$ cat config.mk
export PLATFORM = sky130hd
export DESIGN_NAME = llc_set_wb_seq_flat
export DESIGN_NICKNAME = d
export VERILOG_FILES = /design/src/rtl/llc_set_wb_seq_pkg.sv /design/src/rtl/llc_set_wb_seq_if.sv /design/src/rtl/llc_set_wb_seq_prio_enc.sv /design/src/rtl/llc_set_wb_seq.sv /design/src/flat_wrapper.sv
export SDC_FILE = /design/constraint.sdc
export NUM_CORES = 1
export LEC_CHECK = 0
export BUFFER_PORTS_ARGS = -buffer_cell sky130_fd_sc_hd__buf_2
export CAP_MARGIN = 25
export CORE_ASPECT_RATIO = 1.2
export CORE_UTILIZATION = 55
export CTS_BUF_LIST = sky130_fd_sc_hd__clkbuf_8
export DETAILED_ROUTE_END_ITERATION = 10
export PLACE_DENSITY = 0.82
export SKIP_CTS_REPAIR_TIMING = 1
export SLEW_MARGIN = 10
export SYNTH_ARGS = -nofsm -noshare
export SYNTH_HDL_FRONTEND = slang
export SYNTH_SLANG_ARGS = --single-unit
$ cat constraint.sdc
create_clock -name clk -period 3.6 [get_ports clk]
set_input_delay 0.36 -clock clk [delete_from_list [all_inputs] [get_ports clk]]
set_output_delay 0.36 -clock clk [all_outputs]
set_load 0.02 [all_outputs]
$ cat src/rtl/llc_set_wb_seq_pkg.sv
// Shared LLC types for the set write-back sequencer.
// Holds default geometry, index types and the sequencer state enum.
package llc_set_wb_seq_pkg;

    localparam int LLC_WAYS     = 16;
    localparam int LLC_SET_BITS = 8;
    localparam int LLC_WAY_BITS = $clog2(LLC_WAYS);

    typedef logic [LLC_WAY_BITS-1:0] llc_way_t;
    typedef logic [LLC_SET_BITS-1:0] llc_set_t;

    typedef enum logic [1:0] {
        WB_IDLE,
        WB_WAYS,
        WB_EVICT,
        WB_DONE
    } llc_wb_state_t;

    // A single-way set still needs a 1-bit way index.
    function automatic int way_bits(input int ways);
        return (ways > 1) ? $clog2(ways) : 1;
    endfunction

endpackage

$ cat src/rtl/llc_set_wb_seq_if.sv
// Bundle between the LLC request FSM, the write-back sequencer and the arrays.
// slave: sequencer side; master: request FSM / array side.
interface llc_set_wb_seq_if
    import llc_set_wb_seq_pkg::*;
#(
    parameter int WAYS     = LLC_WAYS,
    parameter int SET_BITS = LLC_SET_BITS,
    parameter int WAY_BITS = way_bits(WAYS)
);

    logic                rst_state;
    logic                start_wb;
    logic [SET_BITS-1:0] set_in;
    logic [WAYS-1:0]     way_mod_mask;
    logic                evict_way_upd;
    logic                sram_ready;
    logic                wb_ready;
    logic                wr_en_way;
    logic                wr_en_evict_way;
    logic [WAY_BITS-1:0] wr_way;
    logic [SET_BITS-1:0] wr_set;
    logic                wb_done;
    logic                err_overlap;

    modport slave (
        input  rst_state, start_wb, set_in, way_mod_mask,
        input  evict_way_upd, sram_ready,
        output wb_ready, wr_en_way, wr_en_evict_way,
        output wr_way, wr_set, wb_done, err_overlap
    );

    modport master (
        output rst_state, start_wb, set_in, way_mod_mask,
        output evict_way_upd, sram_ready,
        input  wb_ready, wr_en_way, wr_en_evict_way,
        input  wr_way, wr_set, wb_done, err_overlap
    );

endinterface

$ cat src/rtl/llc_set_wb_seq_prio_enc.sv
// Lowest-set-bit encoder over a way mask.
// Ports: mask in; idx = lowest set bit index (0 if empty); valid = |mask.
module llc_way_prio_enc #(
    parameter int WAYS     = 16,
    parameter int WAY_BITS = 4
) (
    input  logic [WAYS-1:0]     mask,
    output logic [WAY_BITS-1:0] idx,
    output logic                valid
);

    // Scan high to low so the lowest set bit wins.
    always_comb begin
        idx = '0;
        for (int i = WAYS - 1; i >= 0; i--) begin
            if (mask[i]) idx = WAY_BITS'(i);
        end
    end

    assign valid = |mask;

endmodule

$ cat src/rtl/llc_set_wb_seq.sv
// LLC per-set write-back sequencer: modified ways, then evict way, then done.
// Ports: clk, rst (async active-low), wb (slave modport of the bundle).
module llc_set_wb_seq
    import llc_set_wb_seq_pkg::*;
#(
    parameter int WAYS     = LLC_WAYS,
    parameter int SET_BITS = LLC_SET_BITS,
    parameter int WAY_BITS = way_bits(WAYS)
) (
    input  logic          clk,
    input  logic          rst,
    llc_set_wb_seq_if.slave wb
);

    llc_wb_state_t       state;
    logic [WAYS-1:0]     pend_mask;
    logic                evict_pend;
    logic [SET_BITS-1:0] wr_set_q;
    logic                err_q;
    logic [WAY_BITS-1:0] lo_idx;
    logic                lo_vld;

    llc_way_prio_enc #(
        .WAYS     (WAYS),
        .WAY_BITS (WAY_BITS)
    ) u_enc (
        .mask  (pend_mask),
        .idx   (lo_idx),
        .valid (lo_vld)
    );

    assign wb.wr_way          = lo_idx;
    assign wb.wr_set          = wr_set_q;
    assign wb.wr_en_way       = (state == WB_WAYS) && lo_vld && wb.sram_ready;
    assign wb.wr_en_evict_way = (state == WB_EVICT) && wb.sram_ready;
    assign wb.wb_ready        = (state == WB_IDLE);
    assign wb.wb_done         = (state == WB_DONE);
    assign wb.err_overlap     = err_q;

    always_ff @(posedge clk or negedge rst) begin
        if (!rst) begin
            state      <= WB_IDLE;
            pend_mask  <= '0;
            evict_pend <= 1'b0;
            wr_set_q   <= '0;
            err_q      <= 1'b0;
        end else if (wb.rst_state) begin
            // Abort wins over any start in the same cycle.
            state      <= WB_IDLE;
            pend_mask  <= '0;
            evict_pend <= 1'b0;
            err_q      <= 1'b0;
        end else begin
            if (wb.start_wb && state != WB_IDLE) err_q <= 1'b1;
            unique case (state)
                WB_IDLE: begin
                    if (wb.start_wb) begin
                        pend_mask  <= wb.way_mod_mask;
                        evict_pend <= wb.evict_way_upd;
                        wr_set_q   <= wb.set_in;
                        state      <= WB_WAYS;
                    end
                end
                WB_WAYS: begin
                    // Empty mask costs one check cycle with no write.
                    if (lo_vld) begin
                        if (wb.sram_ready)
                            pend_mask <= pend_mask & ~(WAYS'(1) << lo_idx);
                    end else begin
                        state <= evict_pend ? WB_EVICT : WB_DONE;
                    end
                end
                WB_EVICT: begin
                    if (wb.sram_ready) begin
                        evict_pend <= 1'b0;
                        state      <= WB_DONE;
                    end
                end
                WB_DONE: state <= WB_IDLE;
            endcase
        end
    end

endmodule
$ cat src/flat_wrapper.sv
// flat-port wrapper written by rule: the top's interface ports become plain ports
module llc_set_wb_seq_flat import llc_set_wb_seq_pkg::*;
#(
    parameter int WAYS     = LLC_WAYS,
    parameter int SET_BITS = LLC_SET_BITS,
    parameter int WAY_BITS = way_bits(WAYS)
)
  (clk, rst, wb_rst_state, wb_start_wb, wb_set_in, wb_way_mod_mask, wb_evict_way_upd, wb_sram_ready, wb_wb_ready, wb_wr_en_way, wb_wr_en_evict_way, wb_wr_way, wb_wr_set, wb_wb_done, wb_err_overlap);
  llc_set_wb_seq_if #(.WAYS(WAYS), .SET_BITS(SET_BITS), .WAY_BITS(WAY_BITS)) wb_i ();
  input  logic clk;
  input  logic rst;
  input wire logic [$bits(wb_i.rst_state)-1:0] wb_rst_state;
  input wire logic [$bits(wb_i.start_wb)-1:0] wb_start_wb;
  input wire logic [$bits(wb_i.set_in)-1:0] wb_set_in;
  input wire logic [$bits(wb_i.way_mod_mask)-1:0] wb_way_mod_mask;
  input wire logic [$bits(wb_i.evict_way_upd)-1:0] wb_evict_way_upd;
  input wire logic [$bits(wb_i.sram_ready)-1:0] wb_sram_ready;
  output wire logic [$bits(wb_i.wb_ready)-1:0] wb_wb_ready;
  output wire logic [$bits(wb_i.wr_en_way)-1:0] wb_wr_en_way;
  output wire logic [$bits(wb_i.wr_en_evict_way)-1:0] wb_wr_en_evict_way;
  output wire logic [$bits(wb_i.wr_way)-1:0] wb_wr_way;
  output wire logic [$bits(wb_i.wr_set)-1:0] wb_wr_set;
  output wire logic [$bits(wb_i.wb_done)-1:0] wb_wb_done;
  output wire logic [$bits(wb_i.err_overlap)-1:0] wb_err_overlap;
  assign wb_i.rst_state = wb_rst_state;
  assign wb_i.start_wb = wb_start_wb;
  assign wb_i.set_in = wb_set_in;
  assign wb_i.way_mod_mask = wb_way_mod_mask;
  assign wb_i.evict_way_upd = wb_evict_way_upd;
  assign wb_i.sram_ready = wb_sram_ready;
  assign wb_wb_ready = wb_i.wb_ready;
  assign wb_wr_en_way = wb_i.wr_en_way;
  assign wb_wr_en_evict_way = wb_i.wr_en_evict_way;
  assign wb_wr_way = wb_i.wr_way;
  assign wb_wr_set = wb_i.wr_set;
  assign wb_wb_done = wb_i.wb_done;
  assign wb_err_overlap = wb_i.err_overlap;
  llc_set_wb_seq #(.WAYS(WAYS), .SET_BITS(SET_BITS), .WAY_BITS(WAY_BITS)) u_core (.clk(clk), .rst(rst), .wb(wb_i));
endmodule
==> flow_summary.yaml <==
timing:
  setup_viol: 0
  max_freq_mhz: 409
  worst_slack_ps: 1150
  fin_crit_sh_pct: 68.0
  finClkSkew_ps: 2.85
  hold_violations: 0
  worstMarginPinSlew_ps: 644
  setup-tns-final_ps: 0
  fin_crit_ps: 2450
  maxSlewViolCount: 0
  rsz0062_at_grt: "no"
  slew-limit-headroom_pct: 57.0
global_route:
  grt_max_degree: 29
  grt_pass1_wl_um: 6390
  antenna_found_initial: 0
  grt_pass1_vias: 1362
  overflow: 0
  grt_usage_pct: 27.4
power_and_ir_drop:
  p_total_mw: 1.69
  ir_worst_vdd_uv: 479
  p_int_mw: 0.896
  swShare_pct: 47.0
  p_per_area_nw_per_um2: 885
  power_frac_clock_pct: 11.4
  leakage_nw: 0.922
  switchingPower_mw: 0.794
  seq_power_share_pct: 31.5
  comb_power_share_pct: 57.0
clock_tree:
  path_clk_slew_ps: 90
  insertion_delay_ps: 270
  cts_tree: "yes"
  htree_levels: 1
  cts.sinks: 28
  cts_made_buffers: 3
  clock_path_buffers: 2
  root_buffer: "clkbuf_8"
final_layout:
  multi_input_area_um2: 840
  fin_nets: 247
  fillers: 232
  mostFrequentLayoutCells: "buf_2 (46), dfrtp_1 (28), nor2_1 (18)"
  num_antenna_cells: 0
  syn_to_final_growth_pct: 19.0
  regArea_um2: 701
  final_util_pct: 68.6
  fin_cells: 245
  final_common_cell: "buf_2"
  drive_above_1_share_pct: 31.8
setup_path:
  crit_path_end_kind: "flip-flop"
  worstPathRequired_ps: 3760
  critPathArrivalTime_ps: 2610
  r2r_start: "u_core.state[0]"
  crit_path_start: "u_core.state[0]"
  r2r_cells: 8
  r2r-end: "u_core.pend_mask[11]"
  reg2reg_slack_ps: 1150
  crit_type: "flip-flop to flip-flop"
  critPathMaxFanout: 9
  start_kind: "flip-flop"
logic_synthesis:
  synth_edf_count: 0
  ys_seq_area_share_pct: 43.7
  ys_seq_elements: 28
  ys_warn_count: 0
  synth_area_um2: 1600
  synth_flop_cell: "dfrtp_1"
  synth.distinct_cells: 44
  syn_inst: 167
  avgSynthCellArea_um2: 9.61
  synth_nets: 202
  async_flop_share_pct: 100
status:
  status: "finished, final reports clean"
floorplan:
  die_w_um: 51.3
  num_io_pins: 47
  initial_core_util_pct: 57.6
  dieArea_um2: 3140
  core_um2: 2790
  die_y_um: 61.2
  row_count: 21
route:
  first_iter_violations: 49
  firstDrtPassIters: 4
  routedWlPerCell_um: 16.1
  num_vias: 1472
  drc: 0
  routed_via_density: 6.01
  ant_nets: 0
  routed_wl_um: 3940
placed_design:
  place.gp.congestion: 0.944
  dp_cells: 241
  port_buffers: 46
  dp_worst_setup_slack_ps: 1200
  place_hpwl_um: 2880
min_path:
  hp-class: "primary input to asynchronous set/reset pin"
flow_run:
  drv_cap: 0
==> worst max path at each step <==
| stage | depth (start not counted) | to |
|---|---|---|
| floorplan | 9 | u_core.pend_mask[11] |
| global placement | 8 | u_core.pend_mask[11] |
| detailed placement | 8 | u_core.pend_mask[11] |
| CTS | 8 | u_core.pend_mask[11] |
| global route | 8 | u_core.pend_mask[11] |
| finish | 8 | u_core.pend_mask[11] |
==> worst max-delay path, cell delays in order (launching register included) <==
cell	delay, ps
dfrtp_1	430
inv_1	170
ha_1	230
nand2_1	100
nor2_1	180
nor2_1	170
and2_1	290
or4b_1	500
a32o_2	270
==> cells by family after synthesis <==
logic type	share of synthesized area [%]
adder cells (fa/ha/maj)	3.90
flip-flops	43.7
AND/OR/NAND/NOR	20.0
AO/OA/AOI/OAI	21.5
multiplexers	6.86
buffers and inverters	3.98
==> cell usage after synthesis, types with 4 or more instances <==
library cell | instances | area share [%]
inv_1 | 9 | 2.1
o21ai_0 | 9 | 2.8
ha_1 | 5 | 3.9
nand2_1 | 16 | 3.7
clkbuf_1 | 4 | 0.94
nand2b_1 | 4 | 1.6
dfrtp_1 | 28 | 44
mux2_2 | 8 | 5.6
a22oi_1 | 4 | 1.9
nor3_1 | 5 | 1.6
a21oi_1 | 9 | 2.8
nor2_1 | 18 | 4.2
nand4_1 | 4 | 1.6
==> power by group through the flow <==
stage          clock (mW)  combinational (mW)  sequential (mW)
2_1_floorplan           0               0.663            0.564
3_3_place_gp            0               0.929            0.526
3_5_place_dp            0               0.949            0.537
4_1_cts             0.196               0.961            0.530
5_1_grt             0.206                1.06            0.552
6_report            0.193               0.964            0.533
==> registers in the layout, indices dropped and copies added (netlist names) <==
signal,count
u_core.state,2
u_core.wb.err_overlap,1
u_core.pend_mask,16
u_core.wb.wr_set,8
u_core.evict_pend,1
==> layer usage <==
metal  vias to the layer above  GRT usage (%)  wire, µm
met1                       709           35.8      1660
met5                         -              0         0
li1                        707              -         -
met4                         0           6.95        29
met3                         4           2.47       220
met2                        52           49.4      2030
==> final cells by class <==
class                      instances  share of cell area [%]
timing repair buffer              47                    12.5
inverter                           9                    1.77
sequential                        28                    36.7
tap                               34                    2.23
multi-input combinational        123                    44.0
clock buffer                       4                    2.88
==> stage by stage <==
stage,cell area [µm²],hold slack (ps)
after floorplan,1600,64.4
after global placement,1850,407
after detailed placement,1850,411
after CTS,1910,113
after global routing,1910,137
final,1910,102
No activity file was read; power rests on OpenSTA's default activity.
